[config.mk]
export PLATFORM = sky130hd
export DESIGN_NAME = pipe_scroller
export DESIGN_NICKNAME = d
export VERILOG_FILES = /design/src/rtl/flappy_pkg.sv /design/src/rtl/bcd_score_counter.sv /design/src/rtl/pipe_scroller.sv
export SDC_FILE = /design/constraint.sdc
export NUM_CORES = 1
export LEC_CHECK = 0
export BUFFER_PORTS_ARGS = -buffer_cell sky130_fd_sc_hd__buf_2
export CAP_MARGIN = 25
export CORE_MARGIN = 3
export CORE_UTILIZATION = 50
export CTS_BUF_LIST = sky130_fd_sc_hd__clkbuf_2 sky130_fd_sc_hd__clkbuf_4 sky130_fd_sc_hd__clkbuf_8
export CTS_CLUSTER_DIAMETER = 200
export DETAILED_ROUTE_END_ITERATION = 7
export MAX_ROUTING_LAYER = met4
export PLACE_DENSITY = 0.73
export RECOVER_POWER = 50
export SYNTH_ARGS = -nofsm -noshare
export SYNTH_HDL_FRONTEND = slang
export SYNTH_HIERARCHICAL = 1
export SYNTH_SLANG_ARGS = --single-unit
[constraint.sdc]
create_clock -name clk -period 3.5 [get_ports clk]
set_clock_uncertainty 0.05 [all_clocks]
set_input_delay 0 -clock clk [delete_from_list [all_inputs] [get_ports clk]]
set_output_delay 0 -clock clk [all_outputs]
set_load 0.1 [all_outputs]
[src/rtl/flappy_pkg.sv]
`default_nettype none
// ============================================================================
// flappy_pkg
// ----------------------------------------------------------------------------
// Shared types and geometry for the pipe scroller.
//   state_t  : scroller run state (IDLE / RUN / CRASH)
//   GRID_W   : number of grid columns
//   GRID_H   : number of grid rows (pixels per column)
//   grid_idx : flat bit index of pixel (column c, row r) in the packed grid
// ----------------------------------------------------------------------------
// Revision: 1.0 - initial release
// ============================================================================
package flappy_pkg;

  typedef enum logic [1:0] {
    IDLE  = 2'd0,
    RUN   = 2'd1,
    CRASH = 2'd2
  } state_t;

  localparam int GRID_W = 8;
  localparam int GRID_H = 8;

  // Columns are stored contiguously, so pixel (c, r) lives at c*GRID_H + r.
  function automatic logic [5:0] grid_idx(input logic [2:0] c, input logic [2:0] r);
    return 6'(int'(c) * GRID_H + int'(r));
  endfunction

endpackage : flappy_pkg
`default_nettype wire

[src/rtl/bcd_score_counter.sv]
`default_nettype none
// ============================================================================
// bcd_score_counter
// ----------------------------------------------------------------------------
// Two-digit BCD counter that saturates at 99.
// Ports:
//   clk   in   system clock
//   reset in   asynchronous active-high reset (clears to 00)
//   clr   in   synchronous clear, wins over inc
//   inc   in   add one on this edge (ignored at 99)
//   tens  out  BCD tens digit
//   ones  out  BCD ones digit
// ----------------------------------------------------------------------------
// Revision: 1.0 - initial release
// ============================================================================
module bcd_score_counter (
  input  logic       clk,
  input  logic       reset,
  input  logic       clr,
  input  logic       inc,
  output logic [3:0] tens,
  output logic [3:0] ones
);

  logic [3:0] tens_q, tens_d;
  logic [3:0] ones_q, ones_d;
  logic       at_max;

  assign at_max = (tens_q == 4'd9) && (ones_q == 4'd9);

  always_comb begin
    tens_d = tens_q;
    ones_d = ones_q;
    if (clr) begin
      tens_d = 4'd0;
      ones_d = 4'd0;
    end else if (inc && !at_max) begin
      if (ones_q == 4'd9) begin
        ones_d = 4'd0;
        tens_d = tens_q + 4'd1;
      end else begin
        ones_d = ones_q + 4'd1;
      end
    end
  end

  always_ff @(posedge clk or posedge reset) begin
    if (reset) begin
      tens_q <= 4'd0;
      ones_q <= 4'd0;
    end else begin
      tens_q <= tens_d;
      ones_q <= ones_d;
    end
  end

  assign tens = tens_q;
  assign ones = ones_q;

endmodule : bcd_score_counter
`default_nettype wire

[src/rtl/pipe_scroller.sv]
`default_nettype none
// ============================================================================
// pipe_scroller
// ----------------------------------------------------------------------------
// Holds an 8x8 pipe grid that scrolls one column left on every scroll step,
// taking the generator's column in at the right edge. Detects a bird/pipe
// collision at a fixed column and keeps a saturating two-digit BCD score.
// Parameters:
//   TICK_DIV  clk cycles per scroll step (>= 2)
//   BIRD_COL  grid column occupied by the bird (0 = leftmost)
// Ports:
//   clk         in   system clock
//   reset       in   asynchronous active-high reset
//   start       in   begin a run from IDLE / restart from CRASH
//   pattern     in   next pipe column from the generator (bit r = row r)
//   bird_row    in   current bird row 0..7
//   adv         out  one-cycle strobe: generator may advance its column
//   grid        out  grid[c*8+r] = pixel at column c, row r
//   lose        out  high while crashed
//   score_tens  out  BCD tens digit
//   score_ones  out  BCD ones digit
// ----------------------------------------------------------------------------
// Revision: 1.0 - initial release
// ============================================================================
module pipe_scroller
  import flappy_pkg::*;
#(
  parameter int TICK_DIV = 25_000_000,
  parameter int BIRD_COL = 1
) (
  input  logic                       clk,
  input  logic                       reset,
  input  logic                       start,
  input  logic [7:0]                 pattern,
  input  logic [2:0]                 bird_row,
  output logic                       adv,
  output logic [GRID_W*GRID_H-1:0]   grid,
  output logic                       lose,
  output logic [3:0]                 score_tens,
  output logic [3:0]                 score_ones
);

  localparam int              CNT_W   = $clog2(TICK_DIV);
  localparam logic [CNT_W-1:0] CNT_MAX = CNT_W'(TICK_DIV - 1);
  localparam logic [2:0]      BIRD_C  = 3'(BIRD_COL);
  localparam int              GRID_N  = GRID_W * GRID_H;

  state_t             state_q;
  logic [CNT_W-1:0]   cnt_q;
  logic [GRID_N-1:0]  grid_q;
  logic               adv_q;
  logic               lose_q;

  logic [GRID_H-1:0]  bird_col;
  logic               collide;
  logic               step;
  logic               score_inc;
  logic               score_clr;
  logic [GRID_N-1:0]  grid_shift_d;

  // Column currently under the bird, sampled before any shift this cycle.
  assign bird_col = grid_q[BIRD_COL*GRID_H +: GRID_H];

  // Collision is judged on the registered grid, so it lands one cycle late.
  assign collide = (state_q == RUN) && grid_q[grid_idx(BIRD_C, bird_row)];
  assign step    = (state_q == RUN) && (cnt_q == CNT_MAX);

  // A pipe passes when the bird column held pixels as the step scrolls it away.
  // A colliding step is suppressed entirely, including its score.
  assign score_inc = step && !collide && (|bird_col);

  // Leaving IDLE or CRASH on start always begins a fresh run at 00.
  assign score_clr = (state_q != RUN) && start;

  // Column c takes column c+1; the fresh pattern becomes column 7.
  assign grid_shift_d = {pattern, grid_q[GRID_N-1:GRID_H]};

  always_ff @(posedge clk or posedge reset) begin
    if (reset) begin
      state_q <= IDLE;
      cnt_q   <= '0;
      grid_q  <= '0;
      adv_q   <= 1'b0;
      lose_q  <= 1'b0;
    end else begin
      adv_q <= 1'b0;
      unique case (state_q)
        IDLE: begin
          grid_q <= '0;
          cnt_q  <= '0;
          lose_q <= 1'b0;
          if (start) begin
            state_q <= RUN;
          end
        end
        RUN: begin
          if (collide) begin
            state_q <= CRASH;
            lose_q  <= 1'b1;
          end else if (step) begin
            cnt_q  <= '0;
            grid_q <= grid_shift_d;
            adv_q  <= 1'b1;
          end else begin
            cnt_q <= cnt_q + CNT_W'(1);
          end
        end
        CRASH: begin
          lose_q <= 1'b1;
          if (start) begin
            grid_q  <= '0;
            cnt_q   <= '0;
            lose_q  <= 1'b0;
            state_q <= RUN;
          end
        end
        default: begin
          state_q <= IDLE;
          grid_q  <= '0;
          cnt_q   <= '0;
          lose_q  <= 1'b0;
        end
      endcase
    end
  end

  bcd_score_counter u_score (
    .clk   (clk),
    .reset (reset),
    .clr   (score_clr),
    .inc   (score_inc),
    .tens  (score_tens),
    .ones  (score_ones)
  );

  assign adv  = adv_q;
  assign grid = grid_q;
  assign lose = lose_q;

endmodule : pipe_scroller
`default_nettype wire

Word-level counts from Yosys, hierarchy flattened
Cells that the tools add are included.
- $add $sub $neg: 4
- $lt $le $gt $ge: 1
- eq/ne operators: 11
- muxes and demuxes: 25
- reductions and logical operators: 18
- operators with widths (operator ; count):
    $mux W64 ; 3
    $pmux W64 S2 ; 1
    $mux W25 ; 3
    $pmux W25 S2 ; 1
    $add A25 B1 Y25 const B ; 1
    $eq A25 B25 Y1 const B ; 1
    $mux W4 ; 6
    $add A4 B1 Y4 const B ; 2
    $eq A4 B4 Y1 const B ; 2
    $ne A2 B2 Y1 const B ; 4
    $reduce_or A8 Y1 ; 1
    $logic_and A1 B1 Y1 ; 7
    $lt A5 B7 Y1 const B ; 1
    $bmux W1 S6 ; 1
    $mux W1 ; 6
    $reduce_and A2 Y1 ; 3
    $add A4 B3 Y5 const A ; 1
    $mux W2 ; 2
    $ne A2 B1 Y1 const B ; 2
    $pmux W2 S2 ; 1
    $reduce_bool A2 Y1 ; 2
    $reduce_and A3 Y1 ; 1
    $eq A2 B1 Y1 const B ; 1
    $eq A2 B2 Y1 const B ; 1
    other kinds (4) ; 5
- register bits after elaboration: 101
- input bits: 14
- output and inout port bits: 74
- word-level logic and storage cells: 66

Logic depth before layout (Yosys ltp)
Gate-level depths: netlist (run 1).
- depth in word-level cells: 10
- mapped depth: 8
- depth with buffers taken out: 8

Hierarchy
Netlist (run 1), hierarchy kept.
- modules (own cells, without submodules) (module ; times used ; cells each ; area each (um^2) ; sequential area each (um^2)):
    pipe_scroller ; 1 ; 403 ; 4404.2 ; 2327.2
    bcd_score_counter ; 1 ; 50 ; 495.5 ; 200.2

Worst setup path after synthesis (run 1)
OpenSTA, ideal clock, no wires.
- path type: register to register
- from: reg grid_q[9] (netlist: grid[9])
- to: reg u_score.tens_q[2] (netlist: u_score/tens[2])
- library setup time: 0.078 ns
- data arrival time: 3.201 ns
- data required time: 3.372 ns
- setup slack: 0.171 ns
- cell stages (with the launch flop): 9
- buffers on the path: 1
- period minus slack after synthesis: 3.329 ns
- cells stage by stage: dfrtp_1 > mux4_1 > mux2i_4 > buf_2 > nand2_1 > a211oi_1 > nand4b_2 > or4_1 > a21oi_1
- longest elaborated chain between the ends: 9
- elaborated cells on any way between the ends: 10
- classes of those cells: mux: 2; reduce/logical: 8
- ends and longest elaborated chain (what ; line ; source):
    start: declaration ; pipe_scroller.sv:50 ; logic [GRID_N-1:0] grid_q;
    start signal: assignment ; pipe_scroller.sv:102 ; grid_q <= grid_shift_d;
    $bmux W1 S6 ; pipe_scroller.sv:65 ; assign collide = (state_q == RUN) && grid_q[grid_idx(BIRD_C, bird_row)];
    $mux W1 (not written as such) ; pipe_scroller.sv:65 ;
    $logic_and A1 B1 Y1 ; pipe_scroller.sv:65 ;
    $logic_not A1 Y1 ; pipe_scroller.sv:70 ; assign score_inc = step && !collide && (|bird_col);
    $logic_and A1 B1 Y1 ; pipe_scroller.sv:70 ;
    $logic_and A1 B1 Y1 * ; pipe_scroller.sv:70 ;
    net score_inc ; pipe_scroller.sv:57 ; logic score_inc;
    $logic_and A1 B1 Y1 * ; bcd_score_counter.sv:37 ; end else if (inc && !at_max) begin
    $reduce_bool A2 Y1 (no line) * ; n/a ;
    $reduce_and A2 Y1 (no line) * ; n/a ;
    end signal: assignment ; bcd_score_counter.sv:52 ; tens_q <= tens_d;
    end: declaration ; bcd_score_counter.sv:25 ; logic [3:0] tens_q, tens_d;
The timed path passes the listed nets; every way through them passes the cells marked *. The select of a mux whose other input is x is not followed.
A chain may end at the register's enable or synchronous reset.

Final worst setup path (run 1)
- from: reg cnt_q[9]
- to: reg u_score.tens_q[2] (netlist: u_score/tens[2])
- longest elaborated chain between the ends: 7
- ends and longest elaborated chain (what ; line ; source):
    start: declaration ; pipe_scroller.sv:49 ; logic [CNT_W-1:0] cnt_q;
    start signal: assignment ; pipe_scroller.sv:105 ; cnt_q <= cnt_q + CNT_W'(1);
    $eq A25 B25 Y1 ; pipe_scroller.sv:66 ; assign step = (state_q == RUN) && (cnt_q == CNT_MAX);
    $logic_and A1 B1 Y1 ; pipe_scroller.sv:66 ;
    $logic_and A1 B1 Y1 (2 in series) ; pipe_scroller.sv:70 ;
    net score_inc ; pipe_scroller.sv:57 ;
    $logic_and A1 B1 Y1 ; bcd_score_counter.sv:37 ;
    $reduce_bool A2 Y1 (no line) ; n/a ;
    $reduce_and A2 Y1 (no line) ; n/a ;
The timed path passes the listed nets, and every way through them passes these cells.

==> metrics.md, run 1 <==
| Metric | Value |
|---|---|
| Commonest register cell after synthesis | `dfrtp_1` |
| Mapped Cells | `453` |
| I/O pin count | `88` |
| Startpoint types | `flop` |
| Post-synthesis mux area share | `2.681%` |
| Cells on Worst Hold Path | `4` |
| Most common cell after layout, fill and taps aside | `dfrtp_1` |
| Final cycle utilization of the critical path | `79.68%` |
| Die Width | `105.0 microns` |
| Area growth syn-to-layout | `16.96%` |
| Max_cap viols | `0` |
| Clk slew on worst S/H paths | `110 ps` |
| Slowest Stage Delay on Critical Path | `470 ps` |
| Multi-input gate area | `2175 sq um` |
| Router iterations before antenna repair | `6` |
| Worst-path cell chain | `nor4_1, nand4_1, or3_1, a211oi_1, buf_4, nand4b_2, or4_1, a21oi_1` |
| DP HPWL | `8.088 mm` |
| P_sw | `1009 uW` |
| GR Overflow Total | `0` |
| Largest family of logic cells by synthesized area | `compound AO/OA/AOI/OAI gates` |
| Vias in the first global route | `3961` |
| Input/output buffers | `87` |
| Design area | `5731 sq um` |
| WL/cell | `17.42 microns` |
| HP Class | `input pin to flop` |
| Worst path arrival time | `3050 ps` |
| # diodes | `0` |
| Die area | `11020 sq um` |
| CP required | `3760 ps` |
| Fill cells | `827` |
| Clk pwr share | `28.6%` |
| Slew headroom | `2.643%` |
| Worst slew pin tran | `1460 ps` |
| Seq/Total Area, Yosys | `51.58%` |
| Antenna violations before repair | `0` |
| Number of flops mapped to enable cells by yosys | `0` |
| Post-CTS resize count | `0` |
| Static leakage | `0.002703 uW` |
| Final hold slack | `59.42 ps` |
| Peak supply drop | `0.2513 mV` |
| Simple-gate area share of the yosys netlist | `19.08%` |
| Layout cell share with drive strength beyond 1 | `16.21%` |
| Max-slew violation count | `0` |
| Maximum clock rate | `358.6 MHz` |
| DRT iter0 DRCs | `265` |
| Crit. End Element | `flop` |
| Final setup viols | `0` |
| Overall power | `2701 uW` |
| Crit Path Max Fanout | `8` |
| Initial core utilization | `52.28%` |
| CTS sink cnt | `101` |
| Largest net degree at the start of global routing | `65` |
| Setup TNS Final | `0 ps` |
| GRT Overall Usage | `22.61%` |
| Root Driver | `clkbuf_8` |
| TritonCTS clock tree | `done` |
| WL final | `11.81 mm` |
| P_int | `1691 uW` |
| RSZ-0062 raised after global routing | `no` |
| Clk buf depth | `2` |
| Final Hold Fails | `0` |
| DRC errors left | `0` |
| Post-Synth Adder-Cell Area | `2.298%` |
| Row cnt | `35` |
| Vias post-DR | `4148` |
| Post-synth top area cell | `dfrtp_1` |
| Setup CP Type | `flop to flop` |
| Post-synth net total | `476` |
| Placed cell areas | `5466 sq um` |
| Ys async rst share | `100.0%` |
| Routability congestion estimate | `0.9591` |
| Yosys cell types | `59` |
| FF+latch count, synth | `101` |
| Warnings from Yosys | `6` |
| Logic pwr share | `25.9%` |
| Vias per cell | `6.118` |
| Clk Latency, worst-skew pair | `370 ps` |
| Compound-cell area share of the yosys netlist | `20.17%` |
| H-tree depth | `3` |
| First-pass GRT wire length | `19.82 mm` |
| Power per Cell Area | `471.3 nW/um^2` |
| Place WS | `816.2 ps` |
| Status | `finished, final reports clean` |
| Post-DRT Antenna Nets | `0` |
| Die Y | `105.0 microns` |
| XOR/XNOR Fraction of Synth Area | `0%` |
| Most frequent cells in the layout | `101 x dfrtp_1, 64 x a22o_1, 49 x buf_2, 45 x nand2_1, 39 x clkbuf_1` |
| Seq. cell area | `2527 sq um` |
| Main area contributors after synthesis | `dfrtp_1 52%, a22o_1 11%, nand2_1 3.4%` |
| Core area | `9371 sq um` |
| Sw Ratio | `37.38%` |
| Reg power frac | `45.4%` |
| CP max stage cell | `dfrtp_1` |
| Synth top area share | `51.58%` |
| Synth Cell Area | `4900 sq um` |
| CTS Buf Count | `9` |
| Syn avg cell area | `10.82 sq um` |
| Worst r2r path cells | `8` |
| Nets | `567` |
| Final worst slack | `711.0 ps` |
| Final worst path period need | `2789 ps` |
## per-layer routing
metal	vias to the layer above	track usage, %	wire (microns)
met4	0	5.717	124
met5	-	-	0
met1	2065	30.88	5314
met2	147	34.97	5610
met3	16	4.509	762
li1	1920	-	-
## through the flow
stage | utilization [%] | std cells
after floorplan | - | 453
after global placement | 58.33 | 652
after detailed placement | 58.33 | 652
after CTS | 61.72 | 678
after global routing | 61.15 | 678
final | 61.15 | 678
## worst paths after layout
path	from	endpoint	slack (ps)
max in group asynchronous	reset	grid[6]	1340
hold reg to reg	grid[0]	grid[0]	470
setup / recovery	cnt_q[9]	u_score/tens[2]	710
min in group asynchronous	reset	u_score/tens[0]	70
hold / removal	bird_row[1]	adv	60
setup reg to reg	cnt_q[9]	u_score/tens[2]	710
## state kept, by name, indices dropped and copies added (netlist names)
name and flops:
grid 64, u_score/ones 4, lose 1, u_score/tens 4
state_q 2, adv 1, cnt_q 25
## worst max-delay path: cells and delay by family, from the launching register on
family	cells	cell delay (ps)
simple gates	5	1670
flops	1	470
compound gates	2	360
buf+inv	1	180
## final cells by class
type,count,area share (%)
inverters,10,0.6987
well taps,129,2.817
clock inverters,7,1.638
clock buffers,9,2.162
repair buffers,109,10.63
flip-flops and latches,101,44.10
multi-input cells,313,37.95
## cell usage after synthesis (all sizes together) (3+ instances only)
master and instances:
a31oi 3, and4 6, nor2 15, or3 11
or4 6, nor2b 4, nand2b 5, a21oi 14
dfrtp 101, nand2 46, nand4 13, o31ai 5
ha 9, and3 6, buf 15, nand3 20
clkbuf 14, o21ai 24, a21o 4, a22o 64
nor3 5, mux2i 4, nor4 16, inv 9
## power by group through the flow
stage,sequential (uW),clock (uW),combinational [uW]
detailed placement,1250,0,688
CTS,1230,791,699
global route,1230,850,778
floorplan,1300,0,407
finish,1230,773,700
global placement,1250,0,677
## what timing repair did
| item | CTS | global route |
|---|---|---|
| endpoints found under the hold margin | 61 | 0 |
| hold buffers | 10 | 0 |
| setup buffers | 0 | 0 |
## cells by family after synthesis
group,after synthesis
and+or+nand+nor,165
DFF,101
adders and majority gates,9
buffers and inverters,39
muxes,8
AOI/OAI and AO/OA,131
No activity file was read; power rests on OpenSTA's default activity.
==> inputs of run 2 (changes only) <==
--- a/config.mk
+++ b/config.mk
@@ -13,7 +13,7 @@
 export CTS_CLUSTER_DIAMETER = 200
 export DETAILED_ROUTE_END_ITERATION = 7
 export MAX_ROUTING_LAYER = met4
-export PLACE_DENSITY = 0.73
+export PLACE_DENSITY = 0.76
 export RECOVER_POWER = 50
 export SYNTH_ARGS = -nofsm -noshare
 export SYNTH_HDL_FRONTEND = slang
==> constraint.sdc (replaced) <==
create_clock -name clk -period 2.3 [get_ports clk]
set_clock_uncertainty 0.05 [all_clocks]
set_input_delay 0 -clock clk [delete_from_list [all_inputs] [get_ports clk]]
set_output_delay 0 -clock clk [all_outputs]
set_load 0.1 [all_outputs]
==> run 2 against run 1 <==
Effect of this change: highest routed layer unchanged; hold slack got worse by 13 ps; largest cell class unchanged; routed wire length increased by 16%; core utilization increased by 6.7 points; setup slack got worse by 900 ps; global-route usage grew 2.0 points; total power increased by 57%; die area unchanged; cell count up 8.4%; the flow now finishes with violations (negative setup slack); design area is 11% higher; first-iteration DRC count increased by 71%; count of clock-buffer cells in the layout did not move; flip-flop and latch count is the same.
==> metrics.md, run 2 (same netlist as run 1, synthesis figures left out) <==
| Metric | Value |
|---|---|
| Status | `finished, violations left` |
| Failing checks | `negative setup slack` |
| Final setup viols | `8` |
| GRT Overall Usage | `24.59%` |
| Crit Path Max Fanout | `5` |
| Design area | `6355 sq um` |
| CP required | `2490 ps` |
| Sw Ratio | `37.47%` |
| Final cycle utilization of the critical path | `108.2%` |
| Logic pwr share | `28.6%` |
| Worst path arrival time | `2680 ps` |
| DP HPWL | `9.097 mm` |
| Clk Latency, worst-skew pair | `380 ps` |
| HP Class | `input pin to async pin` |
| Static leakage | `0.003079 uW` |
| Power per Cell Area | `668.1 nW/um^2` |
| Reg power frac | `43.9%` |
| Die Y | `105.0 microns` |
| Final worst slack | `-189.0 ps` |
| Reg-to-reg slack, setup | `-190 ps` |
| Root Driver | `clkbuf_8` |
| WL final | `13.72 mm` |
| P_int | `2655 uW` |
| Setup CP Type | `flop to flop` |
| Most common cell after layout, fill and taps aside | `dfrtp_1` |
| Die area | `11020 sq um` |
| Clk pwr share | `27.5%` |
| H-tree depth | `3` |
| Placed cell areas | `5908 sq um` |
| Largest net degree at the start of global routing | `65` |
| Nets | `624` |
| FF-to-FF End | `u_score/tens[2]` |
| Startpoint types | `flop` |
| Most frequent cells in the layout | `93 x dfrtp_1, 64 x a22o_1, 56 x buf_2, 55 x buf_4, 44 x nand2_1` |
| Final Hold Fails | `0` |
| Worst-path cell chain | `nor4_4, nand4_1, or3_4, a211oi_4, nand4b_4, buf_4, o21ai_0, a21oi_2` |
| Worst slew pin tran | `1335 ps` |
| Slew headroom | `10.52%` |
| Final worst path period need | `2489 ps` |
| Slowest Stage Delay on Critical Path | `420 ps` |
| CP max stage cell | `dfrtp_1` |
| Routability congestion estimate | `0.9350` |
| GR Overflow Total | `0` |
| Family with the most delay on the worst path | `simple AND/OR/NAND/NOR gates` |
| Router iterations before antenna repair | `5` |
| Max reg flops | `64` |
| # diodes | `0` |
| Crit. End Element | `flop` |
| Peak supply drop | `0.4036 mV` |
| Antenna violations before repair | `0` |
| Core area | `9371 sq um` |
| CTS Buf Count | `9` |
| Maximum clock rate | `401.8 MHz` |
| Vias in the first global route | `4441` |
| First-pass GRT wire length | `21.43 mm` |
| Max_cap viols | `0` |
| Die Width | `105.0 microns` |
| Area growth syn-to-layout | `29.70%` |
| Input/output buffers | `87` |
| Worst r2r src | `cnt_q[8]` |
| Vias post-DR | `4490` |
| Clk slew on worst S/H paths | `120 ps` |
| Final Util | `67.81%` |
| CTS sink cnt | `101` |
| Worst r2r path cells | `8` |
| DRC errors left | `0` |
| Layout cell share with drive strength beyond 1 | `28.88%` |
| Clk buf depth | `2` |
| Row cnt | `35` |
| I/O pin count | `88` |
| Post-DRT Antenna Nets | `0` |
| Vias per cell | `6.109` |
| WL/cell | `18.66 microns` |
| Max-slew violation count | `0` |
| RSZ-0062 raised after global routing | `yes` |
| Initial core utilization | `52.28%` |
| P_sw | `1591 uW` |
| DRT iter0 DRCs | `452` |
| CP Buf/Inv Count | `1` |
| TritonCTS clock tree | `done` |
run 2: cell types whose count changed in the layout (fill, tap and decap cells not counted), moves of 3 or more:
cell / change
buf_6: +3
buf_2: +7
buf_4: +48
clkbuf_1: -5
dfrtp_2: +8
dfrtp_1: -8
run 2: worst max path at each step:
stage,start,end,depth (start not counted)
after CTS,cnt_q[9],u_score/ones[1],7
after global routing,cnt_q[8],u_score/tens[2],8
final,cnt_q[8],u_score/tens[2],8
after detailed placement,cnt_q[9],u_score/tens[2],7
after floorplan,grid[13],u_score/tens[2],8
after global placement,cnt_q[9],u_score/tens[2],7
run 2: worst register-to-register path, cell delays in order (launching register included):
cell,delay [ps]
dfrtp_1,420
nor4_4,300
nand4_1,190
or3_4,390
a211oi_4,290
nand4b_4,150
buf_4,160
o21ai_0,300
a21oi_2,110
run 2: final cells by class:
cell class	instances	area [sq um]
fillers	694	3017
inverters	10	40.04
repair buffers	166	1120
flip-flops and latches	101	2537
well taps	129	161.4
clock inverters	7	87.58
clock buffers	9	123.9
multi-input cells	313	2285
run 2: power groups by stage:
| stage | Clock [uW] | Sequential [uW] | Combinational, uW |
|---|---|---|---|
| after global placement | 0 | 1890 | 1150 |
| after floorplan | 0 | 1990 | 633 |
| after global routing | 1260 | 1870 | 1310 |
| after CTS | 1180 | 1860 | 1200 |
| after detailed placement | 0 | 1900 | 1180 |
| final | 1170 | 1870 | 1210 |
run 2: through the flow:
step / worst slack, ps / hold WS (ps) / setup TNS (ps) / total power [uW] / std cells
2_1_floorplan: -450.2 / -234.3 / -2353 / 2622 / 453
3_3_place_gp: -151.7 / -75.53 / -694.7 / 3044 / 703
3_5_place_dp: -230.1 / -73.42 / -1261 / 3078 / 703
4_1_cts: -151.2 / 63.87 / -680.3 / 4238 / 730
5_1_grt: -294.6 / 76.34 / -1632 / 4437 / 735
6_report: -189.0 / 46.70 / -763.0 / 4246 / 735
run 2: repair_timing:
item	CTS	global route
hold buffers	10	0
hold endpoints to repair	45	0
resized for setup	4	19
buffers inserted	1	2
setup endpoints to repair	8	75
cloned	0	3
pin swaps	0	8
run 2: layer usage:
layer	global-route usage, %	vias up	wire length [microns]
li1	-	2036	-
met5	-	-	0
met2	38.13	223	6512
met1	32.83	2189	6000
met4	10.03	0	336
met3	3.459	42	867
